==> src/rtl/semaforo_pkg.sv <==
// Shared types, encodings and default durations for the traffic-light controller.
package semaforo_pkg;

    localparam int unsigned TIME_W = 3;

    typedef enum logic [1:0] {
        ST_RED    = 2'd0,
        ST_GREEN  = 2'd1,
        ST_YELLOW = 2'd2,
        ST_WALK   = 2'd3
    } state_t;

    typedef struct packed {
        logic red;
        logic yellow;
        logic green;
    } car_lamp_t;

    localparam car_lamp_t LAMP_RED    = '{red: 1'b1, yellow: 1'b0, green: 1'b0};
    localparam car_lamp_t LAMP_YELLOW = '{red: 1'b0, yellow: 1'b1, green: 1'b0};
    localparam car_lamp_t LAMP_GREEN  = '{red: 1'b0, yellow: 1'b0, green: 1'b1};

    localparam logic [TIME_W-1:0] DEF_GREEN_TIME  = 3'd5;
    localparam logic [TIME_W-1:0] DEF_YELLOW_TIME = 3'd2;
    localparam logic [TIME_W-1:0] DEF_RED_TIME    = 3'd4;
    localparam logic [TIME_W-1:0] DEF_WALK_TIME   = 3'd3;

    // WALK keeps the cars stopped, so it shares the RED car lamp.
    function automatic car_lamp_t car_lamp_of(input state_t s);
        car_lamp_t lamp;
        lamp = LAMP_RED;
        case (s)
            ST_GREEN:  lamp = LAMP_GREEN;
            ST_YELLOW: lamp = LAMP_YELLOW;
            default:   lamp = LAMP_RED;
        endcase
        return lamp;
    endfunction

endpackage

==> src/rtl/semaforo_ctrl_ped_req_latch.sv <==
// Sticky pedestrian request flag; clear wins over a same-cycle set.
module ped_req_latch (
    input  logic clock,
    input  logic reset,
    input  logic set,
    input  logic clear,
    output logic pending
);

    always_ff @(posedge clock or posedge reset) begin
        if (reset) begin
            pending <= 1'b0;
        end else if (clear) begin
            pending <= 1'b0;
        end else if (set) begin
            pending <= 1'b1;
        end
    end

endmodule

==> src/rtl/semaforo_ctrl.sv <==
// Traffic-light Moore FSM driving lamps and a downstream duration timer.
// Pedestrian WALK phase is built only when SEMAFORO_PED_EN is defined.
module semaforo_ctrl
    import semaforo_pkg::*;
#(
    parameter logic [TIME_W-1:0] GREEN_TIME  = DEF_GREEN_TIME,
    parameter logic [TIME_W-1:0] YELLOW_TIME = DEF_YELLOW_TIME,
    parameter logic [TIME_W-1:0] RED_TIME    = DEF_RED_TIME,
    parameter logic [TIME_W-1:0] WALK_TIME   = DEF_WALK_TIME
) (
    input  logic              clock,
    input  logic              reset,
    input  logic              timer_done,
    input  logic              ped_req,
    output logic              timer_reset,
    output logic [TIME_W-1:0] timer_max,
    output logic              car_red,
    output logic              car_yellow,
    output logic              car_green,
    output logic              walk
);

    state_t            state;
    state_t            next_state_c;
    state_t            target_c;
    logic              state_ok_c;
    logic              advance_c;
    logic              enter_c;
    logic              ped_pending;
    logic [TIME_W-1:0] next_max_c;
    car_lamp_t         lamp_q;

    // timer_reset doubles as the entry flag: timer_done seen during entry is stale.
    assign advance_c = timer_done && !timer_reset;

    always_comb begin
        next_state_c = ST_RED;
        state_ok_c   = 1'b1;
        case (state)
            ST_RED:    next_state_c = ped_pending ? ST_WALK : ST_GREEN;
            ST_GREEN:  next_state_c = ST_YELLOW;
            ST_YELLOW: next_state_c = ST_RED;
`ifdef SEMAFORO_PED_EN
            ST_WALK:   next_state_c = ST_GREEN;
`endif
            default: begin
                next_state_c = ST_RED;
                state_ok_c   = 1'b0;
            end
        endcase
    end

    assign enter_c  = advance_c || !state_ok_c;
    assign target_c = state_ok_c ? next_state_c : ST_RED;

    always_comb begin
        next_max_c = RED_TIME;
        case (target_c)
            ST_GREEN:  next_max_c = GREEN_TIME;
            ST_YELLOW: next_max_c = YELLOW_TIME;
            ST_WALK:   next_max_c = WALK_TIME;
            default:   next_max_c = RED_TIME;
        endcase
    end

    // State plus registered outputs, all loaded together on state entry.
    always_ff @(posedge clock or posedge reset) begin
        if (reset) begin
            state       <= ST_RED;
            timer_reset <= 1'b1;
            timer_max   <= RED_TIME;
            lamp_q      <= LAMP_RED;
`ifdef SEMAFORO_PED_EN
            walk        <= 1'b0;
`endif
        end else if (enter_c) begin
            state       <= target_c;
            timer_reset <= 1'b1;
            timer_max   <= next_max_c;
            lamp_q      <= car_lamp_of(target_c);
`ifdef SEMAFORO_PED_EN
            walk        <= (target_c == ST_WALK);
`endif
        end else begin
            timer_reset <= 1'b0;
        end
    end

    assign car_red    = lamp_q.red;
    assign car_yellow = lamp_q.yellow;
    assign car_green  = lamp_q.green;

`ifdef SEMAFORO_PED_EN
    ped_req_latch u_ped_req_latch (
        .clock   (clock),
        .reset   (reset),
        .set     (ped_req),
        .clear   (enter_c && (target_c == ST_WALK)),
        .pending (ped_pending)
    );
`else
    logic unused_ped_req;

    assign unused_ped_req = ped_req;
    assign ped_pending    = 1'b0;
    assign walk           = 1'b0;
`endif

endmodule
==> config.mk <==
export PLATFORM = sky130hd
export DESIGN_NAME = semaforo_ctrl
export DESIGN_NICKNAME = d
export VERILOG_FILES = /design/src/rtl/semaforo_pkg.sv /design/src/rtl/semaforo_ctrl_ped_req_latch.sv /design/src/rtl/semaforo_ctrl.sv
export SDC_FILE = /design/constraint.sdc
export NUM_CORES = 1
export LEC_CHECK = 0
export BUFFER_PORTS_ARGS = -buffer_cell sky130_fd_sc_hd__buf_2
export CAP_MARGIN = 20
export CORE_AREA = 8 8 45 47
export CTS_BUF_LIST = sky130_fd_sc_hd__clkbuf_2
export DETAILED_ROUTE_END_ITERATION = 6
export DIE_AREA = 0 0 53 55
export GPL_TIMING_DRIVEN = 0
export SLEW_MARGIN = 20
export SYNTH_ARGS = -nofsm -noshare
export SYNTH_HDL_FRONTEND = slang
export SYNTH_SLANG_ARGS = --single-unit
==> constraint.sdc <==
create_clock -name clock -period 1.4 [get_ports clock]
set_clock_uncertainty 0.15 [all_clocks]
set_input_delay 0 -clock clock [delete_from_list [all_inputs] [get_ports clock]]
set_output_delay 0 -clock clock [all_outputs]
set_load 0.02 [all_outputs]
==> results.py <==
metrics = {
    "synthesis": {
        "yosysTopAreaCellShare": 0.332,
        "post_synth_main_area_contributors": "dfstp_2, dfrtp_1, buf_4, nand2b_4, nand2_1",
        "syn-cell-area_sq_um": 238,
        "synth_area_per_cell_sq_um": 10.8,
        "syn_nets": 26,
        "ys.warnings.count": 0,
        "postSynthRegisterBits": 5,
        "synth_cells": 22,
        "synth_sequential_area_ratio": 0.542,
        "synth_top_area_cell": "dfstp_2",
        "netlist-cell-type-count": 14,
    },
    "die": {
        "io-pin-count": 12,
        "core_region_area_sq_um": 1380,
        "fp.dieW_microns": 53,
        "initial_core_util": 0.172,
        "die_height_microns": 55,
        "rows": 14,
        "dieArea_sq_um": 2920,
    },
    "detailed_routing": {
        "routed_via_density": 3.66,
        "drc": 0,
        "detailroute.wirelength.met2_microns": 207,
        "detail_route.wirelength_microns": 501,
        "uppermost_layer_routed": "met3",
        "via_count": 194,
        "firstDrtPassIters": 4,
        "wl_met3_microns": 104,
        "routedWlPerCell_microns": 9.45,
        "initialDrtViolationCount": 4,
        "detail_route.wirelength.met1_microns": 190,
        "antenna_left": 0,
    },
    "finish": {
        "drive_above_1_share": 0.568,
        "antenna_cells": 0,
        "final_core_util": 0.248,
        "areaGrowthSynthToFinish_pct": 44.2,
        "finish.net_count": 42,
        "filler_cell_count": 162,
    },
    "placement": {
        "port_buffers": 9,
        "detailedPlacementHpwl_microns": 410,
        "final_gp_congestion": 0.683,
    },
    "critical_path": {
        "worstPathRequired_ns": 1.39,
        "cp-end-kind": "flip-flop",
        "class_of_the_most_critical_setup_path": "flip-flop to flip-flop",
        "crit_path_start_kind": "flip-flop",
        "critPathMaxFanout": 7,
        "cp.arrival_ns": 1.13,
    },
    "clock_network": {
        "worst_skew_pair.late_latency_ns": 0.20,
        "clock_tree.buffer_depth": 2,
        "clock-root-buffer": "clkbuf_2",
        "cts_num_sinks": 5,
        "htreeDepth": 1,
        "cts_tree": "done",
        "worst_setup_hold_path_clk_slew_ns": 0.05,
        "cts_buffers": 3,
        "cts_resized": 0,
    },
    "grt": {
        "grt_first_pass_wirelength_microns": 793,
        "grt_start_max_net_pins": 8,
        "grt_use_total": 0.0422,
        "overflow": 0,
        "first_global_vias": 196,
        "grt_antenna_before_repair": 0,
    },
    "timing": {
        "slew_viol_final": 0,
        "timing_hold_violations_final": 0,
        "finalSetupTns_ns": 0,
        "fmax_mhz": 873,
        "final_min_period_ns": 1.15,
        "finalCritPeriodShare": 0.818,
        "setup_viol": 0,
        "unrepaired_setup_endpoints_after_global_routing": "no",
    },
    "pwr": {
        "leakagePower_nw": 0.181,
        "worst_ir_drop_vdd_uv": 606,
        "total_power_mw": 0.831,
        "power.density_cell_area_nw_per_um2": 2420,
    },
    "job": {
        "drv_cap": 0,
    },
    "status": {
        "outcome": "completed",
    },
    "min_path": {
        "hold_path.class": "input pin to async pin",
    },
}
[layout make-up]
cell class | count | area [sq um] | area share
Clock buffer | 4 | 20.0 | 0.0584
Sequential cell | 5 | 129 | 0.376
Buffer | 3 | 22.5 | 0.0657
Inverter | 2 | 7.51 | 0.0219
Tap cell | 16 | 20.0 | 0.0584
Multi-Input combinational cell | 12 | 78.8 | 0.230
Timing Repair Buffer | 11 | 65.1 | 0.190
[final timing paths]
check	startpoint	to	slack, ns	cells past startpoint
min in group clock	timer_max[2]	timer_max[2]	0.34	2
max in group asynchronous	reset	timer_max[2]	0.77	3
worst min register to register	timer_max[2]	timer_max[2]	0.34	2
worst min-delay path	reset	state[1]	0.08	3
worst max-delay path	timer_reset	car_red	0.25	3
worst max register to register	timer_reset	car_red	0.25	3
[synth_stat cells (all sizes together)]
library cell,n
conb,1
dfrtp,2
o211ai,1
nand2,3
nor2,1
nand2b,2
inv,2
nand3b,1
dfstp,3
o21ai,1
buf,3
a22o,1
xor2,1
[flip-flops by register name, indices dropped and copies added (netlist names)]
| register | cells |
|---|---|
| timer_max | 1 |
| timer_reset | 1 |
| car_green | 1 |
| state | 1 |
| car_red | 1 |
[metrics by stage]
| stage | std cells | hold slack, ns | area, sq um | setup slack (ns) |
|---|---|---|---|---|
| 6_report | 53 | 0.0838 | 343 | 0.255 |
| 5_1_grt | 53 | 0.0741 | 343 | 0.207 |
| 4_1_cts | 53 | 0.0676 | 343 | 0.243 |
| 3_5_place_dp | 47 | -0.242 | 303 | 0.254 |
| 3_3_place_gp | 47 | -0.250 | 303 | 0.273 |
| 2_1_floorplan | 22 | -0.374 | 238 | 0.197 |
[power by group]
group          total (mW)  internal (mW)  switching (mW)
registers           0.302          0.238          0.0633
logic               0.400          0.174           0.226
clock network       0.129         0.0756          0.0532
[cells by family after synthesis]
family                 share of synthesized area
flip-flops                                 0.542
AO/OA/AOI/OAI                             0.0895
AND/OR/NAND/NOR                            0.189
buffers and inverters                      0.126
XOR/XNOR                                  0.0368
other                                     0.0158
[routing by layer]
layer / global-route usage / up-vias
met5: 0 / -
met4: 0.0517 / 0
met3: 0.0428 / 0
met2: 0.0449 / 9
met1: 0.0398 / 90
li1: - / 95
[placed cells by master, fill, tap and decap left out]
master         n
xor2_1         1
dfrtp_1        2
nand2_1        3
o211ai_1       1
conb_1         1
inv_1          2
a22o_1         1
nor2_1         1
dfstp_2        3
dlygate4sd3_1  2
clkbuf_2       4
nand3b_1       1
o21ai_0        1
nand2b_2       1
buf_2          9
nand2b_4       1
buf_4          3
[critical path: stages (launching register included)]
cell and delay, ns:
dfstp_2 0.52, nand2b_4 0.15, nand2b_2 0.07, a22o_1 0.18
[what timing repair did]
action | in CTS | in global routing
setup buffers | 0 | 0
hold buffers | 2 | 0
hold endpoints to repair | 7 | 0
No activity file was read; power rests on OpenSTA's default activity.
